$ cat config.mk
export PLATFORM = sky130hd
export DESIGN_NAME = capture_sequencer
export DESIGN_NICKNAME = d
export VERILOG_FILES = /design/src/rtl/capture_sequencer.sv
export SDC_FILE = /design/constraint.sdc
export NUM_CORES = 1
export LEC_CHECK = 0
export BUFFER_PORTS_ARGS = -buffer_cell sky130_fd_sc_hd__buf_2
export CELL_PAD_IN_SITES_DETAIL_PLACEMENT = 2
export CELL_PAD_IN_SITES_GLOBAL_PLACEMENT = 2
export CORE_MARGIN = 3
export CORE_UTILIZATION = 33
export DETAILED_ROUTE_END_ITERATION = 10
export GPL_ROUTABILITY_DRIVEN = 0
export HOLD_SLACK_MARGIN = 0.05
export PLACE_DENSITY = 0.83
export REMOVE_ABC_BUFFERS = 1
export SLEW_MARGIN = 20
export SYNTH_ARGS = -nofsm -noshare
export SYNTH_HDL_FRONTEND = slang
export SYNTH_SLANG_ARGS = --single-unit
$ cat constraint.sdc
create_clock -name clk -period 2.3 [get_ports clk]
set_input_delay 0.345 -clock clk [delete_from_list [all_inputs] [get_ports clk]]
set_output_delay 0.345 -clock clk [all_outputs]
set_load 0.02 [all_outputs]
$ cat src/rtl/capture_sequencer.sv
// Capture/readout sequencer for the logic analyzer sample buffer: runs the
// circular write pointer through fill/arm/post capture, then streams the frozen buffer oldest-first.
module capture_sequencer #(
  parameter int ADDR_WIDTH = 3
) (
  input  logic                  clk,
  input  logic                  reset,
  input  logic                  arm,
  input  logic                  abort,
  input  logic                  trigger,
  input  logic [ADDR_WIDTH-1:0] post_count,
  input  logic                  read_ready,
  output logic                  write_enable,
  output logic [ADDR_WIDTH-1:0] waddr,
  output logic                  read_enable,
  output logic [ADDR_WIDTH-1:0] raddr,
  output logic                  read_last,
  output logic [ADDR_WIDTH-1:0] trig_addr,
  output logic                  busy,
  output logic                  done
);

  localparam int DEPTH = 1 << ADDR_WIDTH;
  localparam logic [ADDR_WIDTH:0]   DEPTH_C = (ADDR_WIDTH + 1)'(DEPTH);
  localparam logic [ADDR_WIDTH:0]   CNT_ONE = (ADDR_WIDTH + 1)'(1);
  localparam logic [ADDR_WIDTH-1:0] ADR_ONE = ADDR_WIDTH'(1);
  localparam logic [ADDR_WIDTH-1:0] ADR_MAX = {ADDR_WIDTH{1'b1}};

  typedef enum logic [2:0] {
    S_IDLE, S_FILL, S_ARMED, S_POST, S_HOLD, S_READ
  } state_t;

  state_t                state_q;
  logic [ADDR_WIDTH:0]   cnt_q;
  logic [ADDR_WIDTH-1:0] post_q;
  logic [ADDR_WIDTH-1:0] offset_q;
  logic [ADDR_WIDTH-1:0] waddr_q;
  logic [ADDR_WIDTH-1:0] raddr_q;
  logic [ADDR_WIDTH-1:0] trig_q;
  logic                  we_q;
  logic                  re_q;
  logic                  last_q;
  logic                  busy_q;
  logic                  done_q;

  always_ff @(posedge clk) begin
    if (reset) begin
      state_q  <= S_IDLE;
      cnt_q    <= '0;
      post_q   <= '0;
      offset_q <= '0;
      waddr_q  <= '0;
      raddr_q  <= '0;
      trig_q   <= '0;
      we_q     <= 1'b0;
      re_q     <= 1'b0;
      last_q   <= 1'b0;
      busy_q   <= 1'b0;
      done_q   <= 1'b0;
    end else begin
      done_q <= 1'b0;
      // The pointer tracks completed writes, so it advances even on an aborted cycle.
      if (we_q) waddr_q <= waddr_q + ADR_ONE;
      if (abort) begin
        state_q <= S_IDLE;
        we_q    <= 1'b0;
        re_q    <= 1'b0;
        last_q  <= 1'b0;
        busy_q  <= 1'b0;
      end else begin
        case (state_q)
          S_IDLE: begin
            if (arm) begin
              post_q  <= post_count;
              cnt_q   <= DEPTH_C - {1'b0, post_count};
              state_q <= S_FILL;
              we_q    <= 1'b1;
              busy_q  <= 1'b1;
            end
          end
          S_FILL: begin
            if (cnt_q == CNT_ONE) state_q <= S_ARMED;
            else                  cnt_q   <= cnt_q - CNT_ONE;
          end
          S_ARMED: begin
            if (trigger) begin
              trig_q <= waddr_q;
              if (post_q == '0) begin
                state_q  <= S_HOLD;
                we_q     <= 1'b0;
                offset_q <= '0;
              end else begin
                state_q <= S_POST;
                cnt_q   <= {1'b0, post_q};
              end
            end
          end
          S_POST: begin
            if (cnt_q == CNT_ONE) begin
              state_q  <= S_HOLD;
              we_q     <= 1'b0;
              offset_q <= '0;
            end else begin
              cnt_q <= cnt_q - CNT_ONE;
            end
          end
          S_HOLD, S_READ: begin
            // Once the last word is out, finish instead of issuing further reads.
            if (state_q == S_READ && last_q) begin
              state_q <= S_IDLE;
              re_q    <= 1'b0;
              last_q  <= 1'b0;
              busy_q  <= 1'b0;
              done_q  <= 1'b1;
            end else begin
              re_q   <= read_ready;
              last_q <= read_ready && (offset_q == ADR_MAX);
              if (read_ready) begin
                raddr_q  <= waddr_q + offset_q;
                offset_q <= offset_q + ADR_ONE;
                state_q  <= S_READ;
              end
            end
          end
          default: state_q <= S_IDLE;
        endcase
      end
    end
  end

  assign write_enable = we_q;
  assign waddr        = waddr_q;
  assign read_enable  = re_q;
  assign raddr        = raddr_q;
  assign read_last    = last_q;
  assign trig_addr    = trig_q;
  assign busy         = busy_q;
  assign done         = done_q;

endmodule

## After elaboration in Yosys (flattened, before gate mapping)

Cells that the tools add are included.

| storage, ports and cells | value |
|---|---|
| register bits | 27 |
| bits of input ports | 9 |
| output and inout bits | 14 |
| logic and storage cells | 87 |

| operators by class | value |
|---|---|
| add/subtract/negate cells | 5 |
| equality and inequality tests | 18 |
| mux-type cells | 29 |
| bitwise logic cells | 3 |
| reduce and logical (&&, ||, !) cells | 20 |

Operators with widths:

| operator | count |
|---|---|
| 3-bit 2-to-1 mux | 12 |
| 2-bit inequality test, second input constant | 10 |
| 4-bit 2-to-1 mux | 4 |
| 3-bit one-hot mux with 5 select lines | 1 |
| 4-bit one-hot mux with 3 select lines | 1 |
| 5-bit AND reduction | 2 |
| 3-bit == test, second input constant | 3 |
| 3-bit one-hot mux with 3 select lines | 1 |
| 3-bit AND reduction | 3 |
| 3-bit nonzero test | 3 |
| 1-bit 2-to-1 mux | 8 |
| 7-bit AND reduction | 1 |
| 3-bit by 1-bit adder with 3-bit output, second input constant | 2 |
| 3-bit by 2-bit == test with 1-bit output, second input constant | 2 |
| 3-bit zero test | 2 |
| 6-bit AND reduction | 1 |
| 2-bit OR reduction | 3 |
| 4-bit by 1-bit == test with 1-bit output, second input constant | 1 |
| 4-bit AND reduction | 1 |
| 4-bit by 1-bit subtractor with 4-bit output, second input constant | 1 |
| 4-bit by 3-bit subtractor with 4-bit output, first input constant | 1 |
| 3-bit adder | 1 |
| 3-bit by 1-bit == test with 1-bit output, second input constant | 1 |
| 3-bit inequality test, second input constant | 1 |
| 6 further kinds | 9 |

## Longest topological paths before layout

Gate-level depths: netlist (run 1).

| logic depth | value |
|---|---|
| word-level depth | 4 |
| depth in mapped cells | 8 |
| depth with buffers taken out | 6 |

## Worst setup path after synthesis (run 1)

OpenSTA, ideal clock, no wires.

| timing | value |
|---|---|
| kind | reg2reg |
| from | reg state_q[1] |
| to | reg state_q[2] |
| arrival | 1.929 ns |
| slack | 0.291 ns |
| stages on the path, launching flop included | 9 |
| path buffers | 2 |
| clock period less this slack | 2.009 ns |
| cell sequence | dfxtp_1 > buf_2 > inv_1 > ha_1 > clkbuf_1 > nand2b_1 > nor2_1 > or4_4 > a211oi_2 |

| between the ends | value |
|---|---|
| cells in the longest elaborated chain, start to end | 4 |

RTL lines:

| what | RTL line | source |
|---|---|---|
| start, declared | 33 | `state_t state_q;` |
| start signal, assigned | 48 | `state_q <= S_IDLE;` |
| start signal, assigned | 65 | `state_q <= S_IDLE;` |
| start signal, assigned | 76 | `state_q <= S_FILL;` |
| 3-bit == test (on tied branches) | 71, 109 |  |
| 2-bit OR reduction / 1-bit logical AND (equally long branches) | 71, 109 |  |
| 3-bit inequality test (no source line) / 3-bit 2-to-1 mux (equally long branches) | -- |  |
| 5-bit AND reduction (no source line) / 3-bit one-hot mux with 5 select lines (equally long branches) | -- |  |

Parallel ways exist; a longest one is shown, timed or not.
A chain may end at the register's enable or synchronous reset.

## Worst setup path in the final report (run 1)

| timing | value |
|---|---|
| from | reg state_q[2] |
| to | reg offset_q[2] |

| between the ends | value |
|---|---|
| cells in the longest elaborated chain, start to end | 4 |

RTL lines:

| what | RTL line | source |
|---|---|---|
| 3-bit == test (on tied branches) | 71, 109 |  |
| 2-bit OR reduction / 1-bit logical AND (equally long branches) | 71, 109 |  |
| 2-bit inequality test (no source line) / 3-bit nonzero test (equally long branches) | -- |  |
| 7-bit AND reduction (no source line) | -- |  |
| end signal, assigned | 120 | `offset_q <= offset_q + ADR_ONE;` |
| end, declared | 36 | `logic [ADDR_WIDTH-1:0] offset_q;` |

Parallel ways exist; a longest one is shown, timed or not.

==> results of run 1 <==
[metal layers]
layer	up-vias	wire length, µm
li1	689	-
met1	706	2108
met2	16	2493
met3	8	54
met4	0	85
met5	-	0
[flip-flops by register name, summed over array words and instances (netlist names)]
signal / count
raddr: 3
done: 1
write_enable: 1
read_last: 1
offset_q: 3
busy: 1
state_q: 3
waddr: 3
trig_addr: 3
cnt_q: 4
read_enable: 1
post_q: 3
[power by group through the flow]
| stage | clock [mW] | combinational, mW | sequential, mW |
|---|---|---|---|
| floorplan | 0 | 0.0720 | 0.508 |
| CTS | 0.288 | 0.128 | 0.498 |
| global placement | 0 | 0.119 | 0.507 |
| global route | 0.301 | 0.141 | 0.502 |
| finish | 0.278 | 0.127 | 0.498 |
| detailed placement | 0 | 0.128 | 0.509 |
[stage by stage]
step	setup slack (ps)	hold slack (ps)	power [mW]
after floorplan	368.6	414.1	0.5805
after global placement	449.9	455.8	0.6255
after detailed placement	253.5	457.4	0.6367
after CTS	229.6	318.9	0.9142
after global routing	16.57	343.3	0.9438
final	231.3	324.7	0.9033
[cells in the mapped netlist, drive strengths merged (4+ instances only)]
cell     n  area (µm²)
nor2    28       105.1
dfxtp   27       540.5
nand2   13       48.80
o21ai   11       58.80
a21oi   10       50.05
ha      10       125.1
inv      8       30.03
mux2i    8       80.08
buf      5       26.27
clkbuf   5       18.77
a211oi   4       35.03
nor3     4       20.02
nor3b    4       35.03
o311ai   4       35.03
xnor2    4       35.03
[final cells by class]
type / instances / area (µm²)
Inverter: 8 / 30.03
Clock buffer: 3 / 41.29
Fill cell: 515 / 2706
Timing Repair Buffer: 24 / 125.1
Clock inverter: 1 / 5.005
Tap cell: 52 / 65.06
Multi-Input combinational cell: 136 / 930.9
Sequential cell: 27 / 540.5
[worst paths after layout]
check | from | endpoint | slack [ps] | depth (start not counted)
setup / recovery | state_q[2] | offset_q[2] | 230 | 5
hold / removal | post_count[1] | post_q[1] | 320 | 3
setup reg to reg | state_q[2] | offset_q[2] | 230 | 5
hold reg to reg | read_enable | read_enable | 470 | 2
[critical path, delay by kind of cell, from the launching register on]
family	cells	cell delay, ps
flip-flops	1	670
AND/OR/NAND/NOR	2	490
AO/OA/AOI/OAI	2	470
adder cells (fa/ha/maj)	1	340
[layout by cell type, fill, tap and decap left out, drive strengths merged, types with 3 or more instances in the layout]
cell type / netlist / layout
nor2: 28 / 28
dfxtp: 27 / 27
buf: 5 / 24
nand2: 13 / 13
o21ai: 11 / 11
a21oi: 10 / 10
ha: 10 / 10
inv: 8 / 8
mux2i: 8 / 8
nor3: 4 / 4
o311ai: 4 / 4
xnor2: 4 / 4
nor3b: 4 / 4
a211oi: 4 / 4
o32ai: 3 / 3
o31ai: 3 / 3
clkbuf: 5 / 3
[cell families (layout without fill, tap and decap cells)]
| family | count (synthesis) | count (layout) | share of synthesized area (%) |
|---|---|---|---|
| AOI/OAI and AO/OA | 42 | 42 | 18.61 |
| xor gates and xnor gates | 5 | 5 | 2.832 |
| adders and majority gates | 11 | 11 | 9.385 |
| buffers and inverters | 18 | 36 | 4.854 |
| DFF | 27 | 27 | 34.95 |
| muxes | 10 | 10 | 6.634 |
| and+or+nand+nor | 68 | 68 | 22.74 |
==> impl_metrics.env, run 1 <==
export IMPL_routedWlPerCell_um=18.89
export IMPL_path_max_fanout=17
export IMPL_ant_nets=0
export IMPL_crit_slowest_cell="dfxtp_1"
export IMPL_cts_buffer_depth=2
export IMPL_first_pass_iters=4
export IMPL_cts_sinks=27
export IMPL_synthToLayoutAreaGrowth_pct=12.38
export IMPL_intPower_uw=651.5
export IMPL_hold_viol=0
export IMPL_htreeDepth=1
export IMPL_initialDrtViolationCount=38
export IMPL_cp_cell_sequence="ha_1 > nor2_1 > o211ai_1 > or3_1 > o31ai_1"
export IMPL_diodes=0
export IMPL_ys_types=49
export IMPL_p_leak_nw=0.7420
export IMPL_p_sw_uw=251.8
export IMPL_met1_usage_pct=21.74
export IMPL_ir_drop_v=0.0001815
export IMPL_slew_violations=0
export IMPL_avgSynthCellArea_um2=8.544
export IMPL_utilization_pct=39.10
export IMPL_post_cts_resized=0
export IMPL_wl_um=4741
export IMPL_cap_viol_max_count=0
export IMPL_setup_violations=0
export IMPL_slowest_delay_ps=670
export IMPL_cp_arrival_ps=2240
export IMPL_slew_limit_headroom_pct=59.18
export IMPL_rsz0062_at_grt="no"
export IMPL_placed_cells=247
export IMPL_drc=0
export IMPL_grt_pass1_wl_um=7824
export IMPL_critPathCaptureType="register"
export IMPL_start_util_pct=34.80
export IMPL_cts_tree="yes"
export IMPL_synth_flop_cell="dfxtp_1"
export IMPL_cts_setup_buffers=0
export IMPL_finalClockSkew_ps=4.466
export IMPL_required_ps=2470
export IMPL_layout_drive_gt1_share_pct=17.09
export IMPL_final_instance_count_excl_fill=251
export IMPL_grt_max_degree=23
export IMPL_hold_buffers=0
export IMPL_clk_pin_slew_ps=100
export IMPL_grt_pass1_vias=1544
export IMPL_clk_latency_ps=280
export IMPL_core_area_um2=4444
export IMPL_hp_class="input pin to register"
export IMPL_syn_inst=181
export IMPL_io_pins=23
export IMPL_power_density_nw_per_um2=519.8
export IMPL_tns_ps=0
export IMPL_port_buffers=22
export IMPL_final_nets=220
export IMPL_die_width_um=74.46
export IMPL_criticalPathCategory="register to register"
export IMPL_power_frac_clock_pct=30.8
export IMPL_fin_crit_ps=2069
export IMPL_dieHeight_um=74.46
export IMPL_worst_pin_slew_ps=611.4
export IMPL_cts_root_buffer="clkbuf_8"
export IMPL_use_met2_pct=34.34
export IMPL_synthArstFlopShare_pct=0
export IMPL_cts_buffers=3
export IMPL_fin_crit_sh_pct=89.94
export IMPL_vias_per_cell=5.653
export IMPL_status="completed"
export IMPL_swShare_pct=27.88
export IMPL_final_area_um2=1738
export IMPL_ys_seq_area_share_pct=34.95
export IMPL_ys_ff_latch=27
export IMPL_p_comb_share_pct=14.0
export IMPL_via_count=1419
export IMPL_yosys_warnings=0
export IMPL_max_freq_ghz=0.4834
export IMPL_antenna_found_initial=0
export IMPL_startpoint_type="register"
export IMPL_row_count=24
export IMPL_grt_busiest_layer="met2"
export IMPL_grt_util_met3_pct=2.162
export IMPL_grt_util_all_layers_pct=18.46
export IMPL_netlist_area_um2=1546
export IMPL_die_area_um2=5544
export IMPL_place_area_um2=1692
export IMPL_seqPwrFrac_pct=55.1
export IMPL_hpwlAfterDp_um=3721
export IMPL_grt_overflow_total=0
export IMPL_synth_edff_count=0
No activity file was read; power rests on OpenSTA's default activity.
==> inputs of run 2 (changes only) <==
- CAP_MARGIN: unset -> 20
- REMOVE_ABC_BUFFERS: 1 -> unset
==> impl_metrics.env, run 2 (synthesis results as in run 1) <==
export IMPL_timing_rr_end="offset_q[0]"
export IMPL_cts_sinks=27
export IMPL_p_comb_share_pct=13.8
export IMPL_fin_crit_ps=2085
export IMPL_antenna_found_initial=0
export IMPL_largest_reg_flops=4
export IMPL_place_area_um2=1684
export IMPL_start_util_pct=34.80
export IMPL_startpoint_type="register"
export IMPL_final_area_um2=1734
export IMPL_routedWlPerCell_um=18.76
export IMPL_finalClockSkew_ps=6.735
export IMPL_utilization_pct=39.02
export IMPL_clk_pin_slew_ps=100
export IMPL_cts_tree="yes"
export IMPL_seqPwrFrac_pct=54.7
export IMPL_hold_end="post_q[1]"
export IMPL_row_count=24
export IMPL_setup_violations=0
export IMPL_hold_viol=0
export IMPL_via_count=1447
export IMPL_min_path_cells=3
export IMPL_cp_arrival_ps=2240
export IMPL_hp_class="input pin to register"
export IMPL_worst_pin_slew_ps=639.1
export IMPL_first_pass_iters=4
export IMPL_layout_common_cells="nor2_1 (28), dfxtp_1 (26), buf_2 (22)"
export IMPL_p_leak_nw=0.7344
export IMPL_ant_nets=0
export IMPL_diodes=0
export IMPL_initialDrtViolationCount=76
export IMPL_cts_buffer_depth=2
export IMPL_fillers=512
export IMPL_r2r_cells=4
export IMPL_cts_root_buffer="clkbuf_8"
export IMPL_slowest_delay_ps=740
export IMPL_synthToLayoutAreaGrowth_pct=12.14
export IMPL_synth_fp_nets=201
export IMPL_path_max_fanout=18
export IMPL_tns_ps=0
export IMPL_r2r_start="state_q[0]"
export IMPL_clk_latency_ps=280
export IMPL_cap_viol_max_count=0
export IMPL_intPower_uw=652.5
export IMPL_slew_violations=0
export IMPL_grt_pass1_wl_um=8073
export IMPL_cts_buffers=3
export IMPL_power_density_nw_per_um2=526.0
export IMPL_port_buffers=22
export IMPL_dieHeight_um=74.46
export IMPL_cts_setup_buffers=0
export IMPL_hold_buffers=0
export IMPL_max_freq_ghz=0.4797
export IMPL_die_area_um2=5544
export IMPL_p_sw_uw=259.6
export IMPL_slew_limit_headroom_pct=57.34
export IMPL_wl_um=4691
export IMPL_core_area_um2=4444
export IMPL_crit_slowest_cell="dfxtp_1"
export IMPL_grt_pass1_vias=1585
export IMPL_grt_util_all_layers_pct=18.86
export IMPL_r2r_setup_slack_ps=220
export IMPL_power_frac_clock_pct=31.5
export IMPL_cp_cell_sequence="nand2b_1 > o32ai_1 > or3_1 > o21ai_0"
export IMPL_grt_overflow_total=0
export IMPL_final_instance_count_excl_fill=250
export IMPL_min_delay_start="post_count[1]"
export IMPL_largest_register="cnt_q"
export IMPL_status="completed"
export IMPL_rsz0062_at_grt="no"
export IMPL_criticalPathCategory="register to register"
export IMPL_final_nets=219
export IMPL_layout_commonest_cell="nor2_1"
export IMPL_layout_drive_gt1_share_pct=17.17
export IMPL_hpwlAfterDp_um=3601
export IMPL_swShare_pct=28.46
export IMPL_critPathCaptureType="register"
export IMPL_io_pins=23
export IMPL_drc=0
export IMPL_grt_max_degree=23
export IMPL_ir_drop_v=0.0002599
export IMPL_htreeDepth=1
export IMPL_fin_crit_sh_pct=90.63
export IMPL_die_width_um=74.46
export IMPL_required_ps=2460
export IMPL_vias_per_cell=5.788
export IMPL_placed_cells=246
[run 2: cell type report]
class                           instances  area (µm²)  area share [%]
Clock buffer                            3       41.29           2.381
Timing Repair Buffer                   23       117.6           6.782
Clock inverter                          1       7.507          0.4329
Inverter                                8       30.03           1.732
Sequential cell                        27       541.8           31.24
Multi-Input combinational cell        136       930.9           53.68
Tap cell                               52       65.06           3.752
[run 2: per-layer routing]
| layer | wire (µm) | GRT usage (%) | part of all wire, % |
|---|---|---|---|
| met3 | 166 | 2.973 | 3.5 |
| met1 | 2213 | 24.55 | 47 |
| met2 | 2235 | 31.80 | 48 |
| met4 | 76 | 6.126 | 1.6 |
| met5 | 0 | 0 | 0 |
[run 2: worst max-delay path by stage]
stage / startpoint / to / cells past startpoint / slack (ps)
detailed placement: state_q[1] / state_q[2] / 6 / 280
global placement: state_q[0] / state_q[2] / 4 / 380
finish: state_q[0] / offset_q[0] / 4 / 220
CTS: state_q[0] / offset_q[0] / 4 / 240
floorplan: state_q[1] / state_q[2] / 8 / 290
global route: state_q[1] / offset_q[2] / 6 / 40
[run 2: stage by stage]
stage	hold slack [ps]	setup WS, ps	power [mW]
after floorplan	461.5	291.3	0.5896
after global placement	462.8	381.2	0.6245
after detailed placement	474.2	275.5	0.6329
after CTS	329.2	240.3	0.9207
after global routing	350.0	39.07	0.9582
final	326.7	215.4	0.9121
[run 2: critical path, delay by kind of cell, from the launching register on]
family | cells | cell delay [ps]
compound gates | 2 | 620
flops | 1 | 740
simple gates | 2 | 600
[run 2: what timing repair did]
item | in CTS | in global routing
gates resized for setup | 0 | 1
setup endpoints to repair | 0 | 1
hold endpoints to repair | 0 | 0
[run 2: power by group through the flow]
stage	combinational (mW)	sequential, mW	clock (mW)
CTS	0.126	0.498	0.296
global placement	0.117	0.508	0
finish	0.126	0.499	0.288
detailed placement	0.124	0.509	0
global route	0.141	0.502	0.315
floorplan	0.0846	0.505	0
==> inputs of run 3 (changes only) <==
- PLACE_DENSITY: 0.83 -> unset
- PLACE_DENSITY_LB_ADDON: unset -> 0.08
==> impl_metrics.env, run 3 (synthesis results as in run 1) <==
export IMPL_grt_pass1_vias=1490
export IMPL_grt_util_all_layers_pct=18.09
export IMPL_cp_cell_sequence="nand2b_1 > o32ai_1 > or3_1 > o21ai_0"
export IMPL_fin_crit_sh_pct=89.70
export IMPL_multiInputGateArea_um2=930.9
export IMPL_grt_pass1_wl_um=7817
export IMPL_cts_buffer_depth=2
export IMPL_vias_per_cell=5.685
export IMPL_die_area_um2=5544
export IMPL_fin_crit_ps=2063
export IMPL_drc=0
export IMPL_via_count=1427
export IMPL_intPower_uw=652.0
export IMPL_slowest_delay_ps=710
export IMPL_ir_drop_v=0.0002338
export IMPL_slew_limit_headroom_pct=60.24
export IMPL_hpwlAfterDp_um=3547
export IMPL_final_instance_count_excl_fill=251
export IMPL_critPathTopFamily="flip-flops"
export IMPL_grt_max_degree=23
export IMPL_regArea_um2=540.5
export IMPL_cts_tree="yes"
export IMPL_clk_latency_ps=280
export IMPL_startpoint_type="register"
export IMPL_cts_root_buffer="clkbuf_8"
export IMPL_worst_path_stages=4
export IMPL_grt_busiest_layer="met2"
export IMPL_cap_viol_max_count=0
export IMPL_cts_buffers=3
export IMPL_initialDrtViolationCount=91
export IMPL_post_cts_resized=0
export IMPL_path_max_fanout=18
export IMPL_p_sw_uw=258.0
export IMPL_setup_violations=0
export IMPL_final_nets=220
export IMPL_hold_viol=0
export IMPL_status="completed"
export IMPL_placed_cells=247
export IMPL_power_frac_clock_pct=31.7
export IMPL_use_met2_pct=30.24
export IMPL_cts_setup_buffers=0
export IMPL_slew_violations=0
export IMPL_first_pass_iters=4
export IMPL_synthToLayoutAreaGrowth_pct=12.54
export IMPL_die_width_um=74.46
export IMPL_clk_pin_slew_ps=110
export IMPL_r2r_cells=4
export IMPL_swShare_pct=28.35
export IMPL_row_count=24
export IMPL_diodes=0
export IMPL_tns_ps=0
export IMPL_grt_overflow_total=0
export IMPL_largest_reg_flops=4
export IMPL_seqPwrFrac_pct=54.6
export IMPL_layout_commonest_cell="nor2_1"
export IMPL_p_leak_nw=0.7393
export IMPL_crit_buf_inv=0
export IMPL_ant_nets=0
export IMPL_critPathCaptureType="register"
export IMPL_criticalPathCategory="register to register"
export IMPL_wl_um=4565
export IMPL_synth_fp_nets=201
export IMPL_p_comb_share_pct=13.6
export IMPL_largest_register="cnt_q"
export IMPL_grt_util_met3_pct=2.027
export IMPL_crit_slowest_cell="dfxtp_1"
export IMPL_finalClockSkew_ps=6.452
export IMPL_antenna_found_initial=0
export IMPL_htreeDepth=1
export IMPL_rsz0062_at_grt="no"
export IMPL_worst_pin_slew_ps=595.6
export IMPL_dieHeight_um=74.46
export IMPL_hold_buffers=0
export IMPL_power_density_nw_per_um2=522.8
export IMPL_required_ps=2450
export IMPL_min_path_cells=3
export IMPL_core_area_um2=4444
export IMPL_hp_class="input pin to register"
export IMPL_met1_usage_pct=24.98
export IMPL_io_pins=23
export IMPL_start_util_pct=34.80
export IMPL_routedWlPerCell_um=18.19
export IMPL_cp_arrival_ps=2210
export IMPL_layout_common_cells="nor2_1 (28), dfxtp_1 (27), buf_2 (22)"
export IMPL_layout_drive_gt1_share_pct=17.09
export IMPL_fillers=517
export IMPL_cts_sinks=27
export IMPL_max_freq_ghz=0.4847
export IMPL_port_buffers=22
export IMPL_r2r_setup_slack_ps=240
run 3: final cells by class:
type                       count  share of cell area, %
inverter                       8                  1.725
tap                           52                  3.738
timing repair buffer          24                  7.189
clock buffer                   3                  2.372
clock inverter                 1                 0.4313
multi-input combinational    136                  53.49
sequential                    27                  31.06
run 3: stage by stage:
stage | area (µm²) | util (%) | power [mW] | worst slack (ps) | hold WS (ps)
2_1_floorplan | 1546 | - | 0.5896 | 291.3 | 461.5
3_3_place_gp | 1692 | 38.06 | 0.6260 | 461.8 | 454.9
3_5_place_dp | 1692 | 38.06 | 0.6332 | 266.3 | 481.3
4_1_cts | 1740 | 39.16 | 0.9281 | 238.0 | 323.7
5_1_grt | 1740 | 39.16 | 0.9603 | 31.31 | 342.6
6_report | 1740 | 39.16 | 0.9100 | 237.0 | 328.4
run 3: path summary, 6_finish.rpt:
check | from | end
worst max register to register | state_q[0] | offset_q[0]
worst min register to register | read_enable | read_enable
worst max-delay path | state_q[0] | offset_q[0]
worst min-delay path | post_count[1] | post_q[1]
run 3: power groups by stage:
stage / sequential [mW] / combinational [mW] / clock, mW
global route: 0.501 / 0.140 / 0.319
detailed placement: 0.508 / 0.125 / 0
finish: 0.497 / 0.124 / 0.289
floorplan: 0.505 / 0.0846 / 0
CTS: 0.498 / 0.125 / 0.305
global placement: 0.507 / 0.119 / 0
run 3: worst register-to-register path, delay by kind of cell (launching register included):
family	cells	cell delay, ps
and+or+nand+nor	2	580
DFF	1	710
AOI/OAI and AO/OA	2	640
run 3: per-layer routing:
layer  part of all wire [%]  up-vias
li1                       -      688
met1                     49      722
met2                     49       15
met3                    1.8        2
met4                   0.50        0
met5                      0        -
